### src/rtl/spi_slv_pkg.sv
// Shared types and frame layout for the SPI mode-0 slave frame receiver.
package spi_slv_pkg;

    localparam int unsigned FRM_W    = 24;

    // Frame layout, MSB first: {wr, addr[6:0], data[7:0], crc[7:0]}
    localparam int unsigned WR_BIT   = 23;
    localparam int unsigned ADDR_MSB = 22;
    localparam int unsigned ADDR_LSB = 16;
    localparam int unsigned DATA_MSB = 15;
    localparam int unsigned DATA_LSB = 8;
    localparam int unsigned CRC_MSB  = 7;

    typedef enum logic [1:0] {
        StIdle = 2'd0,
        StRx   = 2'd1,
        StChk  = 2'd2
    } state_e;

endpackage

### src/rtl/spi_slv_frame_rx_crc.sv
// CRC-8 (poly x^8+x^2+x+1, init 0, MSB first) over a 16-bit word, fully combinational.
module crc16to8_parallel (
    input  logic [15:0] i_data,
    output logic [7:0]  o_crc
);

    function automatic logic [7:0] crc8(input logic [15:0] d);
        logic [7:0] c;
        c = 8'h00;
        for (int i = 15; i >= 0; i--) begin
            if (c[7] ^ d[i]) begin
                c = {c[6:0], 1'b0} ^ 8'h07;
            end else begin
                c = {c[6:0], 1'b0};
            end
        end
        return c;
    endfunction

    assign o_crc = crc8(i_data);

endmodule

### src/rtl/spi_slv_frame_rx.sv
// SPI mode-0 slave frame receiver: oversamples sclk/csb/mosi, deserializes one 24-bit
// frame per chip-select window, checks length (and CRC when SPI_SLV_CRC_CHK_EN is
// defined) and shifts a response word out on MISO.
module spi_slv_frame_rx
    import spi_slv_pkg::*;
#(
    parameter int unsigned SYNC_STG  = 2,
    parameter int unsigned BIT_CNT_W = $clog2(FRM_W + 2)
) (
    input  logic             i_clk,
    input  logic             i_rst_n,
    input  logic             i_sclk,
    input  logic             i_csb,
    input  logic             i_mosi,
    output logic             o_miso,
    output logic             o_miso_oe,
    input  logic [FRM_W-1:0] i_rsp_data,
    output logic             o_frm_vld,
    output logic             o_wr,
    output logic [6:0]       o_addr,
    output logic [7:0]       o_wdata,
    output logic             o_crc_err,
    output logic             o_len_err,
    output logic [7:0]       o_frm_cnt
);

    localparam int unsigned FLUSH_W = $clog2(SYNC_STG + 1);

    logic [SYNC_STG-1:0]  sclk_sync_q, sclk_sync_d;
    logic [SYNC_STG-1:0]  csb_sync_q, csb_sync_d;
    logic [SYNC_STG-1:0]  mosi_sync_q, mosi_sync_d;
    logic                 sclk_dly_q, sclk_dly_d;
    logic                 csb_dly_q, csb_dly_d;
    logic                 mosi_dly_q, mosi_dly_d;
    logic [FLUSH_W-1:0]   flush_q, flush_d;
    logic                 armed_q, armed_d;
    state_e               state_q, state_d;
    logic [BIT_CNT_W-1:0] bit_cnt_q, bit_cnt_d;
    logic [FRM_W-1:0]     rx_sr_q, rx_sr_d;
    logic [FRM_W-1:0]     tx_sr_q, tx_sr_d;
    logic                 miso_q, miso_d;
    logic                 frm_vld_q, frm_vld_d;
    logic                 wr_q, wr_d;
    logic [6:0]           addr_q, addr_d;
    logic [7:0]           wdata_q, wdata_d;
    logic                 crc_err_q, crc_err_d;
    logic                 len_err_q, len_err_d;
    logic [7:0]           frm_cnt_q, frm_cnt_d;

    logic sclk_s, csb_s;
    logic sclk_rise, sclk_fall, csb_rise;
    logic flushed;
    logic crc_bad;

    assign sclk_s    = sclk_sync_q[SYNC_STG-1];
    assign csb_s     = csb_sync_q[SYNC_STG-1];
    assign sclk_rise = sclk_s & ~sclk_dly_q;
    assign sclk_fall = ~sclk_s & sclk_dly_q;
    assign csb_rise  = csb_s & ~csb_dly_q;
    // csb_s still shows its reset value until the chain has refilled from the pin.
    assign flushed   = (flush_q == FLUSH_W'(SYNC_STG));

`ifdef SPI_SLV_CRC_CHK_EN
    logic [7:0] crc_calc;

    crc16to8_parallel u_crc (
        .i_data (rx_sr_q[FRM_W-1:DATA_LSB]),
        .o_crc  (crc_calc)
    );

    assign crc_bad = (rx_sr_q[CRC_MSB:0] != crc_calc);
`else
    assign crc_bad = 1'b0;
`endif

    // Next-state for synchronizers, arming and the IDLE/RX/CHK frame FSM.
    always_comb begin
        sclk_sync_d = {sclk_sync_q[SYNC_STG-2:0], i_sclk};
        csb_sync_d  = {csb_sync_q[SYNC_STG-2:0], i_csb};
        mosi_sync_d = {mosi_sync_q[SYNC_STG-2:0], i_mosi};
        sclk_dly_d  = sclk_s;
        csb_dly_d   = csb_s;
        mosi_dly_d  = mosi_sync_q[SYNC_STG-1];
        flush_d     = flushed ? flush_q : flush_q + FLUSH_W'(1);
        armed_d     = armed_q | (flushed & csb_s);
        state_d     = state_q;
        bit_cnt_d   = bit_cnt_q;
        rx_sr_d     = rx_sr_q;
        tx_sr_d     = tx_sr_q;
        miso_d      = miso_q;
        frm_vld_d   = 1'b0;
        wr_d        = wr_q;
        addr_d      = addr_q;
        wdata_d     = wdata_q;
        crc_err_d   = crc_err_q;
        len_err_d   = 1'b0;
        frm_cnt_d   = frm_cnt_q;

        unique case (state_q)
            StIdle: begin
                // Level check so a csb fall that landed during CHK is still taken.
                if (armed_q && !csb_s) begin
                    state_d   = StRx;
                    bit_cnt_d = '0;
                    tx_sr_d   = i_rsp_data;
                    miso_d    = i_rsp_data[FRM_W-1];
                end
            end
            StRx: begin
                // csb_rise has priority over a coincident sclk edge.
                if (csb_rise) begin
                    miso_d = 1'b0;
                    if (bit_cnt_q == BIT_CNT_W'(FRM_W)) begin
                        state_d = StChk;
                    end else begin
                        len_err_d = 1'b1;
                        state_d   = StIdle;
                    end
                end else if (sclk_rise) begin
                    rx_sr_d = {rx_sr_q[FRM_W-2:0], mosi_dly_q};
                    if (bit_cnt_q != BIT_CNT_W'(FRM_W + 1)) begin
                        bit_cnt_d = bit_cnt_q + BIT_CNT_W'(1);
                    end
                end else if (sclk_fall) begin
                    tx_sr_d = {tx_sr_q[FRM_W-2:0], 1'b0};
                    miso_d  = tx_sr_q[FRM_W-2];
                end
            end
            StChk: begin
                frm_vld_d = 1'b1;
                wr_d      = rx_sr_q[WR_BIT];
                addr_d    = rx_sr_q[ADDR_MSB:ADDR_LSB];
                wdata_d   = rx_sr_q[DATA_MSB:DATA_LSB];
                crc_err_d = crc_bad;
                if (!crc_bad) begin
                    frm_cnt_d = frm_cnt_q + 8'd1;
                end
                state_d = StIdle;
            end
            default: state_d = StIdle;
        endcase
    end

    // State registers with synchronous active-low reset.
    always_ff @(posedge i_clk) begin
        if (!i_rst_n) begin
            sclk_sync_q <= '0;
            csb_sync_q  <= '1;
            mosi_sync_q <= '0;
            sclk_dly_q  <= 1'b0;
            csb_dly_q   <= 1'b1;
            mosi_dly_q  <= 1'b0;
            flush_q     <= '0;
            armed_q     <= 1'b0;
            state_q     <= StIdle;
            bit_cnt_q   <= '0;
            rx_sr_q     <= '0;
            tx_sr_q     <= '0;
            miso_q      <= 1'b0;
            frm_vld_q   <= 1'b0;
            wr_q        <= 1'b0;
            addr_q      <= '0;
            wdata_q     <= '0;
            crc_err_q   <= 1'b0;
            len_err_q   <= 1'b0;
            frm_cnt_q   <= '0;
        end else begin
            sclk_sync_q <= sclk_sync_d;
            csb_sync_q  <= csb_sync_d;
            mosi_sync_q <= mosi_sync_d;
            sclk_dly_q  <= sclk_dly_d;
            csb_dly_q   <= csb_dly_d;
            mosi_dly_q  <= mosi_dly_d;
            flush_q     <= flush_d;
            armed_q     <= armed_d;
            state_q     <= state_d;
            bit_cnt_q   <= bit_cnt_d;
            rx_sr_q     <= rx_sr_d;
            tx_sr_q     <= tx_sr_d;
            miso_q      <= miso_d;
            frm_vld_q   <= frm_vld_d;
            wr_q        <= wr_d;
            addr_q      <= addr_d;
            wdata_q     <= wdata_d;
            crc_err_q   <= crc_err_d;
            len_err_q   <= len_err_d;
            frm_cnt_q   <= frm_cnt_d;
        end
    end

    assign o_miso    = miso_q;
    assign o_miso_oe = (state_q == StRx) & ~csb_s;
    assign o_frm_vld = frm_vld_q;
    assign o_wr      = wr_q;
    assign o_addr    = addr_q;
    assign o_wdata   = wdata_q;
    assign o_crc_err = crc_err_q;
    assign o_len_err = len_err_q;
    assign o_frm_cnt = frm_cnt_q;

endmodule

### config.mk
export PLATFORM = sky130hd
export DESIGN_NAME = spi_slv_frame_rx
export DESIGN_NICKNAME = d
export VERILOG_FILES = /design/src/rtl/spi_slv_pkg.sv /design/src/rtl/spi_slv_frame_rx_crc.sv /design/src/rtl/spi_slv_frame_rx.sv
export SDC_FILE = /design/constraint.sdc
export NUM_CORES = 1
export LEC_CHECK = 0
export CORE_ASPECT_RATIO = 2
export CORE_UTILIZATION = 45
export DETAILED_ROUTE_END_ITERATION = 7
export PLACE_DENSITY_LB_ADDON = 0.08
export RECOVER_POWER = 50
export SLEW_MARGIN = 20
export SYNTH_ARGS = -nofsm -noshare
export SYNTH_HDL_FRONTEND = slang
export SYNTH_HIERARCHICAL = 1
export SYNTH_SLANG_ARGS = --single-unit
### constraint.sdc
create_clock -name i_clk -period 1.6 [get_ports i_clk]
set_input_delay 0.16 -clock i_clk [delete_from_list [all_inputs] [get_ports i_clk]]
set_output_delay 0.16 -clock i_clk [all_outputs]
set_load 0.01 [all_outputs]
==> results of run 1 <==
[registers in the layout, indices dropped and copies added (netlist names), 5 cells and up]
register	cells
bit_cnt_q	5
o_addr	7
o_frm_cnt	8
o_wdata	8
rx_sr_q	24
tx_sr_q	23
[layout make-up]
class,count,share of cell area (%)
Inverter,3,0.2332
Clock buffer,13,5.181
Clock inverter,3,0.4404
Multi-Input combinational cell,312,38.45
Timing Repair Buffer,70,14.61
Tap cell,98,2.539
Sequential cell,93,38.55
[cells in the mapped netlist, drive strengths merged]
cell type / n / area share (%)
a22o: 2 / 0.45
and3b: 1 / 0.22
o21a: 1 / 0.19
a21boi: 42 / 8.1
a31oi: 1 / 0.16
inv: 3 / 0.29
and4: 1 / 0.22
nand2: 135 / 13
nor2: 4 / 0.38
xnor2: 7 / 1.6
o22ai: 1 / 0.32
clkbuf: 11 / 1.1
mux2i: 1 / 0.26
xor2: 1 / 0.22
and2: 17 / 2.7
nor2b: 7 / 1.2
buf: 21 / 3.6
and3: 2 / 0.32
o211ai: 2 / 0.38
nor3: 5 / 0.93
a2bb2oi: 1 / 0.67
o211a: 22 / 5.6
o31a: 1 / 0.22
nand2b: 9 / 1.6
o21ai: 4 / 0.51
conb: 1 / 0.096
dfxtp: 93 / 48
nand4bb: 1 / 0.29
a32o: 1 / 0.26
and2b: 1 / 0.19
nand4: 27 / 4.3
ha: 5 / 1.6
a21o: 2 / 0.38
a21oi: 4 / 0.61
nand3: 3 / 0.51
[power groups by stage]
stage | clock (mW) | sequential [mW] | combinational (mW)
6_report | 1.95 | 2.44 | 0.387
5_1_grt | 2.09 | 2.45 | 0.435
4_1_cts | 2.01 | 2.44 | 0.399
3_5_place_dp | 0 | 2.49 | 0.397
3_3_place_gp | 0 | 2.49 | 0.386
2_1_floorplan | 0 | 2.48 | 0.264
[per-layer routing]
layer	vias up	track usage [%]	share of wire (%)
met4	0	9.722	2.5
met2	49	33.93	54
met3	14	4.762	2.7
met1	1436	21.06	41
met5	-	0	0
li1	1581	-	-
[layout by cell type (no fill, tap or decap), types with 2 or more instances in the layout]
cell type	n
clkbuf_1	4
a22o_1	2
ha_1	5
nand4_1	27
o21ai_0	2
nor2_1	4
inv_1	3
nor3_1	4
nand2_1	135
and2_1	9
nand2b_1	8
dfxtp_1	93
nor2b_1	6
buf_12	4
xnor2_1	7
and3_1	2
dlygate4sd3_1	9
buf_4	8
clkdlybuf4s50_1	45
a21oi_1	3
a21o_1	2
clkbuf_16	9
and2_0	8
o211ai_1	2
a21boi_0	32
nand3_1	2
o21ai_1	2
a21boi_1	10
o211a_1	22
[worst max-delay path by stage]
stage,startpoint,end,slack [ns],cells past startpoint
after floorplan,state_q[0],tx_sr_q[14],0.21,7
after global placement,state_q[0],tx_sr_q[17],0.18,5
after detailed placement,bit_cnt_q[1],bit_cnt_q[1],0.13,5
after CTS,state_q[1],o_miso_oe,0.09,3
after global routing,state_q[1],bit_cnt_q[2],0.04,5
final,o_frm_cnt[2],o_frm_cnt[2],0.12,1
[per-stage QoR]
stage	area, um2	total power [mW]	utilization (%)
5_1_grt	4830	4.983	57.84
3_5_place_dp	4576	2.892	54.79
2_1_floorplan	3914	2.748	-
6_report	4830	4.785	57.84
3_3_place_gp	4576	2.878	54.79
4_1_cts	4846	4.849	58.03
[timing repair]
action / CTS / global route
setup endpoints to repair: 1 / 0
gates resized for setup: 1 / 0
hold buffers: 0 / 0
[cells by family (layout without fill, tap and decap cells)]
logic type      Yosys count  count (layout)
xor+xnor                  8               8
compound gates           84              84
buf+inv                  35              89
fa+ha+maj                 5               5
simple gates            213             213
flops                    93              93
mux                       1               1
other cells               1               1
[tightest hold or removal path: cells and delay by family]
kind	cells	cell delay (ns)
buffers and inverters	1	0.09
and+or+nand+nor	3	0.38
==> metrics.md, run 1 <==
| Metric | Value |
|---|---|
| Status | finished clean |
| Largest delay share family, worst path | buffers and inverters |
| Drt drc | 0 |
| Post-CTS setup buffers | 0 |
| Critical Path Start Type | flop |
| Setup TNS | 0 ns |
| Critical path data arrival time | 1.32 ns |
| Max-cap violation count | 0 |
| Hold Path Sink | state_q[1] |
| Finish-stage setup viols | 0 |
| Crit-path max FO | 5 |
| GRT Util Overall | 19.59% |
| CTS tree | done |
| Row cnt | 47 |
| Layout Nets | 523 |
| Seq/Total Area, Yosys | 47.57% |
| Critical path's largest stage delay | 0.57 ns |
| R2R depth | 5 |
| Non-filler cells, final | 592 |
| Initial antenna violation count | 0 |
| Final period utilization | 92.80% |
| Period minus WS final | 1.485 ns |
| Int Pwr | 3.706 mW |
| Hold Vio Cnt, Final | 0 |
| Largest family of logic cells by synthesized area | simple AND/OR/NAND/NOR gates |
| VDD IR max | 1.020 mV |
| GP Congestion | 0.7789 |
| Hold depth | 4 |
| Simple-Gate Fraction of Synth Area | 25.86% |
| Largest net degree at the start of global routing | 93 |
| Crit path buffers/inverters | 1 |
| Worst flop-to-flop path endpoint | bit_cnt_q[1] |
| Clock slew at reported path FFs | 0.06 ns |
| Setup CP Type | reg2out |
| Post-Syn Area | 0.003914 mm2 |
| # diodes | 0 |
| Slowest cell on crit path | clkdlybuf4s50_1 |
| Synth Warn # | 6 |
| Synthesized area per cell | 8.895 um2 |
| Post-Synthesis Cells | 440 |
| Area growth from synthesis to layout | 23.40% |
| Detailed Place HPWL | 5.344 mm |
| Hold_ws | 0.3363 ns |
| Wire per inst | 13.37 um |
| Worst hold path class | in2reg |
| Cells after DPL | 576 |
| Routed wire length | 7.915 mm |
| Worst Skew | 0.006484 ns |
| Vias in the first global route | 2973 |
| Max Freq | 0.6735 GHz |
| Iteration-0 DRC Markers | 168 |
| Flops & latches, synth | 93 |
| Core ar. | 0.008351 mm2 |
| Synthesized-area fraction occupied by adder cells | 1.598% |
| Switching Power | 1.079 mW |
| Routed Antenna Nets | 0 |
| CTS Buf Count | 9 |
| Crit-path cells | clkdlybuf4s50_1 |
| Synth Area in XOR/XNOR | 1.790% |
| Share of cells above drive strength 1 | 6.883% |
| CTS Buffer Depth | 2 |
| Sw frac | 22.55% |
| Post-synthesis compound-gate area fraction | 17.84% |
| Via density | 5.203 |
| CTS sink count | 93 |
| IO Pins | 58 |
| Comb pwr share | 8.1% |
| H-tree levels | 3 |
| Global-route wire length before repair | 13.43 mm |
| Flop2flop setup slack | 0.12 ns |
| Max-slew violation count | 0 |
| Initial DRT Pass Iterations | 4 |
| Die Width | 67.95 um |
| Final setup margin | 0.1152 ns |
| Total leakage power | 2.020 nW |
| Post-Syn Nets | 474 |
| Register area | 0.001862 mm2 |
| Global route overflow | 0 |
| Worst slew pin tran | 0.8269 ns |
| Post-synthesis mux area share | 0.2558% |
| PD cells | 990.7 mW/mm2 |
| Fillers | 767 |
| PortBufs | 56 |
| CP endpoint kind | primary output |
| Initial Util | 46.87% |
| Hold Crit Start | i_rst_n |
| RSZ-0062 raised after global routing | no |
| Clock latency on the worst-skew pair | 0.34 ns |
| CTS root buf | clkbuf_16 |
| RR Startpoint | bit_cnt_q[1] |
| Die footprint | 0.009097 mm2 |
| Sequential share of power | 51.1% |
| Required @ worst endpoint | 1.44 ns |
| Max-slew headroom | 44.88% |
| Area occupied by multi-input gates | 0.001857 mm2 |
| Synth cell types | 45 |
| Via count | 3080 |
| Clk pwr share | 40.8% |
| Post-place setup slack | 0.1314 ns |
| Die Ht | 133.9 um |
No activity file was read; power rests on OpenSTA's default activity.
==> run 2, diff against run 1 <==
--- a/config.mk
+++ b/config.mk
@@ -8,7 +8,7 @@
 export CORE_ASPECT_RATIO = 2
 export CORE_UTILIZATION = 45
 export DETAILED_ROUTE_END_ITERATION = 7
-export PLACE_DENSITY_LB_ADDON = 0.08
+export PLACE_DENSITY = 0.73
 export RECOVER_POWER = 50
 export SLEW_MARGIN = 20
 export SYNTH_ARGS = -nofsm -noshare
==> constraint.sdc (replaced) <==
create_clock -name i_clk -period 1.4 [get_ports i_clk]
set_input_delay 0.14 -clock i_clk [delete_from_list [all_inputs] [get_ports i_clk]]
set_output_delay 0.14 -clock i_clk [all_outputs]
set_load 0.01 [all_outputs]
==> run 2 against run 1 <==
Clock-buffer cell count did not move. Critical path depth stayed put. Sequential power rose by 15%. Via count up 3.7%. Clock skew increased by 0.00072 ns. Critical endpoint is now o_frm_cnt[7].
==> metrics.md, run 2 (same netlist as run 1, synthesis figures left out) <==
| Metric | Value |
|---|---|
| Max-slew violation count | 0 (unchanged) |
| H-tree levels | 3 (unchanged) |
| Max-cap violation count | 0 (unchanged) |
| RR Startpoint | bit_cnt_q[0] |
| Detailed Place HPWL | 5.598 mm (+4.7%) |
| Largest net degree at the start of global routing | 31 (-67%) |
| Period minus WS final | 1.367 ns |
| Row cnt | 47 (unchanged) |
| Crit path buffers/inverters | 1 (unchanged) |
| Area growth from synthesis to layout | 30.66% |
| Worst flop-to-flop path endpoint | bit_cnt_q[4] |
| Final period utilization | 97.64% |
| Post-Route Utilization | 61.24% (+3.4 points) |
| Max reg flops | 24 (unchanged) |
| Top reg by flops | rx_sr_q |
| Total leakage power | 2.209 nW (+9.3%) |
| Wire per inst | 13.22 um (-1.1%) |
| Initial Util | 46.87% (unchanged) |
| Hold depth | 3 (-1) |
| Final setup margin | 0.03298 ns (-0.08223 ns) |
| CP endpoint kind | primary output |
| Routed wire length | 8.050 mm (+1.7%) |
| RSZ-0062 raised after global routing | yes |
| Clock latency on the worst-skew pair | 0.34 ns (about the same) |
| Layout Nets | 540 (+3.3%) |
| Die Width | 67.95 um (unchanged) |
| Drt drc | 0 (unchanged) |
| Routed Antenna Nets | 0 (unchanged) |
| Placed cell areas | 0.004651 mm2 (+1.6%) |
| PortBufs | 56 (unchanged) |
| Finish-stage setup viols | 0 (unchanged) |
| Critical Path Start Type | flop |
| IO Pins | 58 (unchanged) |
| Initial antenna violation count | 0 (unchanged) |
| Critical path data arrival time | 1.23 ns (-0.09 ns) |
| Hold Crit Start | i_rst_n |
| CTS root buf | clkbuf_16 |
| Core ar. | 0.008351 mm2 (unchanged) |
| Status | finished clean |
| Share of cells above drive strength 1 | 12.92% (+6.0 points) |
| GRT Util Overall | 19.12% (-0.46 points) |
| Clock slew at reported path FFs | 0.06 ns (about the same) |
| CTS Buffer Depth | 2 (unchanged) |
| CTS sink count | 93 (unchanged) |
| Vias in the first global route | 3031 (+2.0%) |
| Worst Skew | 0.007207 ns (+0.0007232 ns) |
| Hold Vio Cnt, Final | 0 (unchanged) |
| CTS tree | done |
| Fin area | 0.005114 mm2 (+5.9%) |
| CTS Buf Count | 9 (unchanged) |
| Required @ worst endpoint | 1.26 ns (-0.18 ns) |
| Post-place setup slack | -0.09791 ns (-0.2293 ns) |
| GP Congestion | 0.7712 (-0.99%) |
| Setup CP Type | reg2out |
| Via density | 5.245 (+0.81%) |
| VDD IR max | 0.7815 mV (-23%) |
| Hold Path Sink | tx_sr_q[22] |
| Max Freq | 0.7315 GHz |
| Commonest non-fill, non-tap cell in the layout | nand2_1 |
| Largest delay share family, worst path | buffers and inverters |
| Biggest regs | rx_sr_q x24, tx_sr_q x23 |
| Die footprint | 0.009097 mm2 (unchanged) |
| Hold_ws | 0.2900 ns (-0.04635 ns) |
| Most frequent cells in the layout | nand2_1, dfxtp_1, clkdlybuf4s50_1, a21boi_1, nand4_1 |
| Initial DRT Pass Iterations | 4 (unchanged) |
| Global route overflow | 0 (unchanged) |
| Die Ht | 133.9 um (unchanged) |
| Global-route wire length before repair | 13.46 mm (+0.16%) |
| Via count | 3194 (+3.7%) |
| Iteration-0 DRC Markers | 224 (+33%) |
| Crit-path max FO | 2 (-3) |
| # diodes | 0 (unchanged) |
| Worst hold path class | in2reg |
| PD cells | 1096 mW/mm2 (+11%) |
| Flop2flop setup slack | 0.04 ns (-0.08 ns) |
| Slowest cell on crit path | clkdlybuf4s50_1 |
| R2R depth | 4 (-1) |
| Crit-path cells | clkdlybuf4s50_1 |
| Critical path's largest stage delay | 0.54 ns (-0.03 ns) |
| Fillers | 733 (-4.4%) |
[run 2: worst max-delay path by stage]
stage	startpoint	to	slack, ns	cells past startpoint
floorplan	state_q[0]	tx_sr_q[14]	0.01	7
global placement	bit_cnt_q[0]	bit_cnt_q[1]	-0.06	4
detailed placement	bit_cnt_q[0]	bit_cnt_q[1]	-0.1	4
CTS	state_q[1]	tx_sr_q[3]	0.003	6
global route	csb_sync_q[1]	rx_sr_q[14]	-0.02	7
finish	o_frm_cnt[7]	o_frm_cnt[7]	0.03	1
[run 2: stage by stage]
stage	total power, mW	TNS [ns]	instances
2_1_floorplan	3.141	0	440
3_3_place_gp	3.292	-0.06430	586
3_5_place_dp	3.308	-0.09899	586
4_1_cts	5.641	0	602
5_1_grt	5.807	-0.07347	609
6_report	5.606	0	609
[run 2: final cells by class]
class / count / area [um2] / share of cell area (%)
Tap cell: 98 / 122.6 / 2.398
Sequential cell: 93 / 1869 / 36.55
Clock buffer: 13 / 280.3 / 5.481
Timing Repair Buffer: 87 / 912.1 / 17.84
Clock inverter: 3 / 17.52 / 0.3425
Inverter: 3 / 11.26 / 0.2202
Multi-Input combinational cell: 312 / 1901 / 37.17
[run 2: worst reg2reg max path: stages (launching register included)]
cell and delay [ns]:
dfxtp_1 0.45, ha_1 0.24, nand4_1 0.15, a22o_1 0.25, a21o_1 0.18
[run 2: metal layers]
metal | global-route usage (%) | up-vias | part of all wire (%)
met5 | 0 | - | 0
li1 | - | 1619 | -
met1 | 20.72 | 1493 | 39
met3 | 3.656 | 15 | 2.7
met4 | 9.144 | 0 | 2.0
met2 | 33.77 | 67 | 56
[run 2: repair_timing]
item / 4_1_cts / 5_1_grt
hold buffers: 0 / 0
cloned: 0 / 3
buffers inserted: 0 / 4
resized for setup: 12 / 21
setup endpoints to repair: 18 / 74
pin swaps: 0 / 3
[run 2: power breakdown]
group / internal, mW / switching, mW
registers: 2.74 / 0.0531
clock network: 1.39 / 0.952
logic: 0.259 / 0.208
total: 4.39 / 1.21
==> run 3, diff against run 2 <==
--- a/config.mk
+++ b/config.mk
@@ -8,6 +8,7 @@
 export CORE_ASPECT_RATIO = 2
 export CORE_UTILIZATION = 45
 export DETAILED_ROUTE_END_ITERATION = 7
+export HOLD_SLACK_MARGIN = 0.12
 export PLACE_DENSITY = 0.73
 export RECOVER_POWER = 50
 export SLEW_MARGIN = 20
==> results of run 3 <==
Same layout as run 2: the final DEF is identical, and so are final timing and power.
